[config.mk]
export PLATFORM = sky130hd
export DESIGN_NAME = tx_byte_fifo
export DESIGN_NICKNAME = d
export VERILOG_FILES = /design/src/rtl/tx_byte_fifo.sv
export SDC_FILE = /design/constraint.sdc
export NUM_CORES = 1
export LEC_CHECK = 0
export ABC_AREA = 1
export ABC_CLOCK_PERIOD_IN_PS = 2100
export CAP_MARGIN = 15
export CORE_UTILIZATION = 60
export DETAILED_ROUTE_END_ITERATION = 10
export GPL_TIMING_DRIVEN = 0
export PLACE_DENSITY = 0.79
export SLEW_MARGIN = 30
export SYNTH_ARGS = -nofsm -noshare
export SYNTH_HDL_FRONTEND = slang
export SYNTH_SLANG_ARGS = --single-unit
[constraint.sdc]
create_clock -name clk -period 2.1 [get_ports clk]
set_input_delay 0.42 -clock clk [delete_from_list [all_inputs] [get_ports clk]]
set_output_delay 0.42 -clock clk [all_outputs]
set_load 0.02 [all_outputs]
[src/rtl/tx_byte_fifo.sv]
// Byte FIFO that feeds a serial transmitter one launch at a time.
// A stalled transmitter (never goes busy) sets a sticky error flag.
module tx_byte_fifo #(
  parameter int DEPTH = 16,
  parameter int AW    = 4
) (
  input  logic        clk,
  input  logic        RST,
  input  logic        wr_en,
  input  logic [7:0]  wr_data,
  output logic        full,
  output logic        empty,
  output logic [AW:0] count,
  output logic        ovf,
  output logic        TxD_start,
  output logic [7:0]  TxD_data,
  input  logic        TxD_busy,
  output logic        tx_err
);

  typedef enum logic [1:0] {
    IDLE  = 2'd0,
    ARM   = 2'd1,
    DRAIN = 2'd2
  } state_e;

  localparam logic [AW:0]   CNT_FULL = (AW+1)'(DEPTH);
  localparam logic [AW:0]   CNT_ONE  = (AW+1)'(1);
  localparam logic [AW-1:0] PTR_ONE  = AW'(1);

  logic [7:0]    mem_q [DEPTH];
  logic [AW-1:0] wr_ptr_q, wr_ptr_d;
  logic [AW-1:0] rd_ptr_q, rd_ptr_d;
  logic [AW:0]   count_q, count_d;
  logic          full_q, full_d;
  logic          empty_q, empty_d;
  logic          ovf_q, ovf_d;
  logic          start_q, start_d;
  logic [7:0]    data_q, data_d;
  logic          err_q, err_d;
  logic [2:0]    timer_q, timer_d;
  state_e        state_q, state_d;
  logic          push, pop;

  // Full is the registered flag, so a same-cycle pop never frees a slot.
  always_comb begin
    push     = wr_en & ~full_q;
    pop      = (state_q == IDLE) & ~empty_q & ~TxD_busy;
    wr_ptr_d = push ? wr_ptr_q + PTR_ONE : wr_ptr_q;
    rd_ptr_d = pop ? rd_ptr_q + PTR_ONE : rd_ptr_q;
    count_d  = count_q;
    if (push && !pop) begin
      count_d = count_q + CNT_ONE;
    end else if (pop && !push) begin
      count_d = count_q - CNT_ONE;
    end
    full_d  = (count_d == CNT_FULL);
    empty_d = (count_d == '0);
    ovf_d   = wr_en & full_q;
  end

  always_comb begin
    state_d = state_q;
    timer_d = timer_q;
    err_d   = err_q;
    start_d = 1'b0;
    data_d  = data_q;
    unique case (state_q)
      IDLE: begin
        if (pop) begin
          start_d = 1'b1;
          data_d  = mem_q[rd_ptr_q];
          timer_d = '0;
          state_d = ARM;
        end
      end
      ARM: begin
        if (TxD_busy) begin
          state_d = DRAIN;
        end else begin
          timer_d = timer_q + 3'd1;
          // No acknowledge in time: the launched byte is abandoned.
          if (timer_d == 3'd7) begin
            err_d   = 1'b1;
            state_d = IDLE;
          end
        end
      end
      DRAIN: begin
        if (!TxD_busy) begin
          state_d = IDLE;
        end
      end
      default: state_d = IDLE;
    endcase
  end

  always_ff @(posedge clk) begin
    if (push) begin
      mem_q[wr_ptr_q] <= wr_data;
    end
  end

  always_ff @(posedge clk or negedge RST) begin
    if (!RST) begin
      wr_ptr_q <= '0;
      rd_ptr_q <= '0;
      count_q  <= '0;
      full_q   <= 1'b0;
      empty_q  <= 1'b1;
      ovf_q    <= 1'b0;
      start_q  <= 1'b0;
      data_q   <= '0;
      err_q    <= 1'b0;
      timer_q  <= '0;
      state_q  <= IDLE;
    end else begin
      wr_ptr_q <= wr_ptr_d;
      rd_ptr_q <= rd_ptr_d;
      count_q  <= count_d;
      full_q   <= full_d;
      empty_q  <= empty_d;
      ovf_q    <= ovf_d;
      start_q  <= start_d;
      data_q   <= data_d;
      err_q    <= err_d;
      timer_q  <= timer_d;
      state_q  <= state_d;
    end
  end

  assign full      = full_q;
  assign empty     = empty_q;
  assign count     = count_q;
  assign ovf       = ovf_q;
  assign TxD_start = start_q;
  assign TxD_data  = data_q;
  assign tx_err    = err_q;

endmodule

Word-level counts from Yosys, hierarchy flattened
Memories as Yosys holds them, arrays and structs flattened. A register that Yosys moved wholly into a read port is not among the register bits.
Cells that the tools add are included.
{"block": "op_classes", "n_addsub": 5, "n_eq_ne": 8, "muxes": 14, "reduce_logical": 12, "n_bitwise": 7}
{"op": "2-to-1 mux 5 bit", "n": 2}
{"op": "AND reduction 3 bit", "n": 3}
{"op": "adder 4 x 1 -> 4 bit (second input constant)", "n": 2}
{"op": "2-to-1 mux 2 bit", "n": 4}
{"op": "2-to-1 mux 3 bit", "n": 2}
{"op": "inequality test 2 bit (second input constant)", "n": 3}
{"op": "one-hot mux 2 bit (3 select lines)", "n": 1}
{"op": "one-hot mux 3 bit (2 select lines)", "n": 1}
{"op": "adder 5 x 1 -> 5 bit (second input constant)", "n": 1}
{"op": "== test 5 bit (second input constant)", "n": 1}
{"op": "logical NOT 5 bit", "n": 1}
{"op": "subtractor 5 x 1 -> 5 bit (second input constant)", "n": 1}
{"op": "bitwise AND 1 bit", "n": 4}
{"op": "2-to-1 mux 1 bit", "n": 4}
{"op": "adder 3 x 1 -> 3 bit (second input constant)", "n": 1}
{"op": "== test 3 bit (second input constant)", "n": 1}
{"op": "logical NOT 1 bit", "n": 3}
{"op": "inequality test 3 bit (second input constant)", "n": 1}
{"op": "inverter 1 bit", "n": 3}
{"op": "== test 2 x 1 -> 1 bit (second input constant)", "n": 1}
{"op": "== test 2 bit (second input constant)", "n": 1}
{"op": "logical AND 1 bit", "n": 2}
{"op": "logical NOT 2 bit", "n": 1}
{"op": "AND reduction 2 bit", "n": 1}
{"op": "nonzero test 2 bit", "n": 1}
{"block": "totals", "regBits": 23, "mem_count": 1, "mem_bits_rw": 128, "wordCells": 57, "out_inout_bits": 18}
{"memory": "mem_q", "words": 16, "word_bits": 8, "rd": 1, "rd_clocked_by_memory_dff": 1, "wr": 1, "line_no": "31", "text": "logic [7:0] mem_q [DEPTH];"}

Depth between registers and ports, before layout
Gate-level depths: netlist of the first run.
{"block": "depth", "word_depth": 7, "ltp_mapped": 11}

Worst setup path after synthesis of the first run
OpenSTA, ideal clock, no wires.
{"block": "synth_timing", "path_kind": "register -> register", "start": "register full_q, in the netlist full", "end": "memory mem_q[11][0], enable pin", "setup_ns": 0.370, "slack_ns": 0.388, "path_stages_with_launch": 7, "arrival_ns": 1.341, "synth_period_minus_slack_ns": 1.712, "n_path_buf": 1, "path_cell_list": "dfrtp_1 -> inv_1 -> nand2_4 -> inv_4 -> buf_6 -> nand2_1 -> nor2_1"}
{"block": "synth_between", "elab_chain_len": 4}
{"element": "start, declared", "line_no": "35", "text": "logic full_q, full_d;"}
{"element": "start signal, assigned", "line_no": "121", "text": "full_q <= full_d;"}
{"element": "inverter 1 bit", "line_no": "47", "text": "push = wr_en & ~full_q;"}
{"element": "bitwise AND 1 bit", "line_no": "47"}
{"element": "2-to-1 mux 1 bit", "line_no": "99", "text": "if (push) begin"}
{"element": "2-to-1 mux 1 bit (implied by the code)", "line_no": "100", "text": "mem_q[wr_ptr_q] <= wr_data;"}
{"element": "end, declared", "line_no": "31"}
Every way passes these cells.

Worst setup path after layout of the first run
{"block": "layout_timing", "start": "register full_q, in the netlist full", "end": "memory mem_q[15][4], enable pin"}
Same word-level chain as after synthesis.

==> metrics, run 1 <==
Ports=30; drt total wl=15740 µm; Die Ht=107.4 µm; Comb pwr share=36.7%; nets=665; FP Rows=38; outcome=finished, final reports clean; Final Setup Violations=0; Initial Util=61.47%; number of setup buffers added after CTS=0; TritonCTS Buffers=17; Yosys top cell area share=57.68%; RSZ-0062 raised after global routing=true; max-cap viol count=0; Core ar.=10840 µm²; clock-pin slew on the worst setup and hold paths=0.07 ns; Power Dens Cells=1487 nW/µm²; Tcrit/Tclk final=99.37%; first drt pass iteration count=6; top_reg_cell synth=edfxtp_1; Net Switching=4.446 mW; Bufs on Longest Clock Path=2; Reg power frac=36.8%; worst hold path type=primary input to asynchronous set/reset pin; largest net degree at the start of global routing=32; Synth area leaders=edfxtp_1 58%, dfrtp_1 11%, nand2_1 10%; EDFF count, synth=128; maximum VDD drop=0.0007124 V; IO Port Bufs=29; Post-Syn Area=6664 µm²; Net Sw Frac=38.63%; Via density=5.797; Setup CP Type=register to register; worst skew pair latency=0.54 ns; CTS tree=built; leak pwr=3.073 nW; All-Layer GR Usage=29.49%; DR iter-0 viols=509; asr flop ratio synth=19.50%; highest clock rate=479.2 MHz; drt drc=0; CP Capture Type=register; post-synthesis sequential area ratio=69.34%; distinct cell type count after synthesis=30; worst-margin pin slew=0.8042 ns; HPWL Detailed=10290 µm; yosys warns=0; GPL Wtd Cong=0.9479; DR vias=4620; post-synthesis cell count=595; WL/cell=19.75 µm; die footprint=11530 µm²; total power=11.51 mW; Final ANT Viol Nets=0; clock sinks=159; CP max FO=10; Yosys reg bits=159; H-tree depth=4; P&R area growth vs syn=16.18%; Root Buffer Master=clkbuf_8; Syn Nets=616; clock period minus worst slack=2.087 ns; Final Hold Fails=0; Slew Viols, Final=0; kind of start point of the critical path=register; WP data required=2.26 ns; DP Worst Slack=-0.4248 ns; via count of the first global-routing pass=4507; Slew HR=46.19%; area leader, netlist=edfxtp_1; Avg Inst Size Synth=11.20 µm²; clock group share of total power=26.5%; Crit path arrival time=2.25 ns; initial antenna violation count=0; Die Span X=107.4 µm; Int Pwr=7.063 mW; slack of the critical path=0.01326 ns; share of cells above drive strength 1=10.65%; first-pass GRT wire length=24270 µm; antenna diode count=0; Congestion Overflow GR=0; Worst Clk Skew=0.008143 ns
stage by stage:
step	util [%]	TNS (ns)	area [µm²]	cells	hold WS, ns
after floorplan	-	0	6664	595	0.1244
after global placement	65.77	-40.45	7129	764	0.4616
after detailed placement	65.72	-46.32	7124	764	0.4852
after CTS	71.21	0	7720	797	0.4852
after global routing	71.42	-1.180	7742	797	0.5239
final	71.42	0	7742	797	0.4658
cell usage after synthesis, types with 2 or more instances:
cell / n
nand2_1: 181
edfxtp_1: 128
nand3_1: 98
nor2_1: 35
dfrtp_1: 30
inv_1: 24
a21oi_1: 18
buf_2: 18
o21ai_0: 11
ha_1: 9
xor2_1: 9
clkbuf_1: 7
nand2_2: 4
nor3_1: 3
nand2_4: 2
nand4_1: 2
nor2_2: 2
o22ai_1: 2
registers in the layout, summed over array words and instances (netlist names):
name and cells:
full 1, empty 1, ovf 1, TxD_start 1
mem_q 128, timer_q 3, count 5, tx_err 1
wr_ptr_q 4, TxD_data 8, state_q 2, rd_ptr_q 4
placed cells by master (no fill, tap or decap), drive strengths merged:
master	count
clkbuf	25
dfrtp	30
o21ai	11
dlygate4sd3	1
dfstp	1
a21oi	19
edfxtp	128
nand3	98
bufinv	3
nand2	188
xor2	9
nand4	2
buf	21
clkinv	10
clkinvlp	1
xnor2	1
o21bai	1
clkdlybuf4s50	25
o22ai	2
nor3	3
inv	26
a21boi	1
ha	9
nor2	38
or2	1
dlymetal6s2s	3
logic make-up after synthesis:
kind of cell | Yosys count | share of synthesized area (%)
compound gates | 34 | 2.723
xor+xnor | 10 | 1.314
fa+ha+maj | 9 | 1.690
buf+inv | 53 | 3.530
flops | 159 | 69.34
simple gates | 330 | 21.40
path summary, 6_finish.rpt:
path	from	endpoint	slack, ns	depth (start not counted)
setup / recovery	full	mem_q[15][4]	0.01	6
hold / removal	RST	TxD_data[3]	0.47	2
setup reg to reg	full	mem_q[15][4]	0.01	6
hold reg to reg	TxD_data[0]	TxD_data[0]	0.50	2
max in group asynchronous	RST	count[1]	1.19	2
min in group clk	TxD_data[0]	TxD_data[0]	0.50	2
routing by layer:
| metal | up-vias | GRT usage (%) | share of wire, % |
|---|---|---|---|
| met5 | - | 0 | 0 |
| met2 | 258 | 47.10 | 49 |
| met4 | 0 | 10.57 | 1.5 |
| li1 | 2125 | - | - |
| met3 | 23 | 7.203 | 9.5 |
| met1 | 2214 | 39.66 | 40 |
power groups by stage:
stage / Combinational, mW / Clock [mW] / Sequential [mW]
floorplan: 2.47 / 0 / 4.40
global placement: 3.95 / 0 / 4.26
detailed placement: 4.08 / 0 / 4.29
CTS: 4.14 / 3.05 / 4.23
global route: 4.63 / 3.18 / 4.28
finish: 4.22 / 3.06 / 4.23
timing repair:
item / in CTS / in global routing
gates resized for setup: 0 / 9
hold buffers: 1 / 0
setup endpoints to repair: 0 / 59
endpoints found under the hold margin: 30 / 0
layout make-up:
class                   count  area (µm²)
clock inverters            14       167.7
fillers                   754        3098
clock buffers              18       417.9
repair buffers             30       302.8
flip-flops and latches    159        4621
plain buffers              27       135.1
multi-input cells         383        1823
inverters                  26       100.1
well taps                 140       175.2
critical path: stages, from the launching register on:
cell	delay (ns)
dfrtp_1	0.40
inv_1	0.10
nand2_4	0.08
inv_4	0.09
buf_6	0.14
nand2_1	0.21
nor2_1	0.68
Power figures use the tool's default switching activity.
==> inputs of run 2 (changes only) <==
- CAP_MARGIN: 15 -> unset
==> results of run 2 <==
Same layout as run 1: the final DEF is identical, and so are final timing and power.
==> inputs of run 3 (changes only) <==
- CORE_UTILIZATION: 60 -> 63
- DONT_BUFFER_PORTS: unset -> 1
- REMOVE_ABC_BUFFERS: unset -> 1
==> run 3 against run 2 <==
  * The flow now finishes with violations (setup timing)
  * Die area is 4.7% lower
  * Via count is 2.3% lower
  * Critical path depth is 1 lower
  * Register-to-register slack worse by 0.08 ns
  * Flip-flop and latch count stayed put
  * Fmax is 3.7% lower
  * Clock power is 7.5% lower
  * Clock-buffer cell count is 2 higher
  * Clock skew is 0.0013 ns higher
  * Final cell count is 6.0% lower
  * Total power is 6.6% lower
  * Critical path type unchanged
  * Critical endpoint is now mem_q[4][6]
  * Largest power group unchanged
==> metrics, run 3 (synthesis results as in run 1) <==
Post-DP Area=6734 µm² (-5.5%); Bufs on Longest Clock Path=2 (unchanged); drt drc=0 (unchanged); commonest cells after routing, fill and taps aside=181 x nand2_1, 128 x edfxtp_1, 98 x nand3_1; worst hold path type=primary input to register; Slowest-stage cell, CP=nor2_1; Core ar.=10280 µm² (-5.2%); drt total wl=15030 µm (-4.5%); Root Buffer Master=clkbuf_8; Final ANT Viol Nets=0 (unchanged); outcome=finished, violations left; max-cap viol count=0 (unchanged); FP Rows=37 (-2.6%); Slew HR=33.69% (-12 points); DR vias=4512 (-2.3%); DP Worst Slack=-0.5513 ns (-0.1265 ns); Power Dens Cells=1443 nW/µm² (-2.9%); slack of the critical path=-0.06686 ns (-0.08012 ns); Reg2Reg Capture Point=mem_q[4][6]; CP max FO=11 (+1); Die Span X=104.8 µm (-2.4%); Slew Viols, Final=0 (unchanged); via count of the first global-routing pass=4564 (+1.3%); IO Port Bufs=0 (-100%); share of cells above drive strength 1=10.62% (-0.034 points); Reg-to-Reg Start=full; Fin Setup TNS=-0.5097 ns (-0.5097 ns); Final Hold Slack=0.03878 ns (-0.4270 ns); CP Cell Sequence=inv_1 -> nand2_4 -> inv_4 -> nand2_1 -> nor2_1; hold path depth=1; leak pwr=2.870 nW (-6.6%); Ports=30 (unchanged); Crit path arrival time=2.31 ns (+0.06 ns); WP data required=2.24 ns (-0.02 ns); first drt pass iteration count=5 (-1); CP Capture Type=register; commonest non-fill, non-tap cell in the layout=nand2_1; largest net degree at the start of global routing=67 (+110%); clock-pin slew on the worst setup and hold paths=0.07 ns (about the same); slowest cell delay on critical path=0.78 ns (+0.10 ns); CTS tree=built; Largest register FFs=128 (unchanged); DR iter-0 viols=617 (+21%); HPWL Detailed=8445 µm (-18%); P&R area growth vs syn=11.83%; RSZ-0062 raised after global routing=true; Congestion Overflow GR=0 (unchanged); worst-margin pin slew=0.9910 ns (+0.1868 ns); die footprint=10990 µm² (-4.7%); Buf/Inv on CP=2 (-1); Worst Clk Skew=0.009437 ns (+0.001294 ns); WL/cell=20.07 µm (+1.6%); Die Ht=104.8 µm (-2.4%); Via density=6.024 (+3.9%); largest register by flop count=mem_q; Tcrit/Tclk final=103.2% (+3.8 points); highest clock rate=461.5 MHz (-3.7%); worst skew pair latency=0.52 ns (-0.02 ns); All-Layer GR Usage=29.18% (-0.30 points); Final Setup Violations=10 (+10); H-tree depth=4 (unchanged); Setup CP Type=register to register; kind of start point of the critical path=register; clock period minus worst slack=2.167 ns (+0.08012 ns); nets=620 (-6.8%); TritonCTS Buffers=17 (unchanged); CP Launch Point=full; clock sinks=159 (unchanged); FF-to-FF setup slack=-0.07 ns (-0.08 ns); Final Hold Fails=0 (unchanged); first-pass GRT wire length=23360 µm (-3.8%); number of setup buffers added after CTS=0 (unchanged); GPL Wtd Cong=0.8578 (-9.5%); Initial Util=64.84% (+3.4 points); worst reg2reg path depth=5 (-1); critical path depth in cells=5 (-1); cell area after layout=7452 µm² (-3.7%); worst setup path end=mem_q[4][6]; CP top delay family=simple AND/OR/NAND/NOR gates; initial antenna violation count=2 (+2); failing checks=setup timing; maximum VDD drop=0.001089 V (+53%)
## run 3: cell types whose count changed in the layout (fill, tap and decap cells not counted), sizes merged
cell           before  now
inv                26   31
buf                21    2
diode               0    1
dlygate4sd3         1   10
clkinv             10    5
dlymetal6s2s        3    0
bufinv              3    0
clkdlybuf4s50      25    0
clkbuf             25   20
clkinvlp            1    2
## run 3: repair_timing
| action | in CTS | in global routing |
|---|---|---|
| hold buffers | 11 | 0 |
| resized for setup | 10 | 10 |
| endpoints found under the setup margin | 58 | 85 |
| hold endpoints to repair | 160 | 0 |
## run 3: power by group
part / internal (mW) / switching, mW
clock network: 1.55 / 1.28
logic: 0.986 / 2.26
registers: 3.95 / 0.729
## run 3: per-stage QoR
step                instances  total power [mW]  utilization [%]
floorplan                 568             6.716                -
global placement          704             7.494            65.18
detailed placement        705             7.727            65.52
CTS                       748             10.66            72.22
global route              748             11.27            72.49
finish                    749             10.76            72.51
## run 3: worst reg2reg max path: stages, from the launching register on
cell and delay [ns]:
dfrtp_1 0.47, inv_1 0.14, nand2_4 0.08, inv_4 0.15
nand2_1 0.17, nor2_1 0.78
## run 3: how the worst min path moves through the flow
stage | start | end | slack [ns]
2_1_floorplan | RST | TxD_data[0] | 0.12
3_3_place_gp | RST | timer_q[0] | 0.12
3_5_place_dp | RST | timer_q[2] | 0.12
4_1_cts | TxD_busy | state_q[1] | 0.03
5_1_grt | TxD_busy | state_q[1] | 0.02
6_report | TxD_busy | state_q[1] | 0.04
## run 3: area by class of cell
cell class,count,area [µm²]
diodes,1,2.502
clock buffers,20,446.7
clock inverters,12,98.84
fillers,672,2825
inverters,26,113.9
multi-input cells,383,1846
flip-flops and latches,159,4627
well taps,136,170.2
repair buffers,12,147.6
## run 3: metal layers
layer	global-route usage (%)	vias up	share of wire [%]
met5	0	-	0.086
met4	11.37	2	2.2
met3	6.301	38	8.7
met2	47.73	242	51
met1	38.63	2187	38
li1	-	2043	-
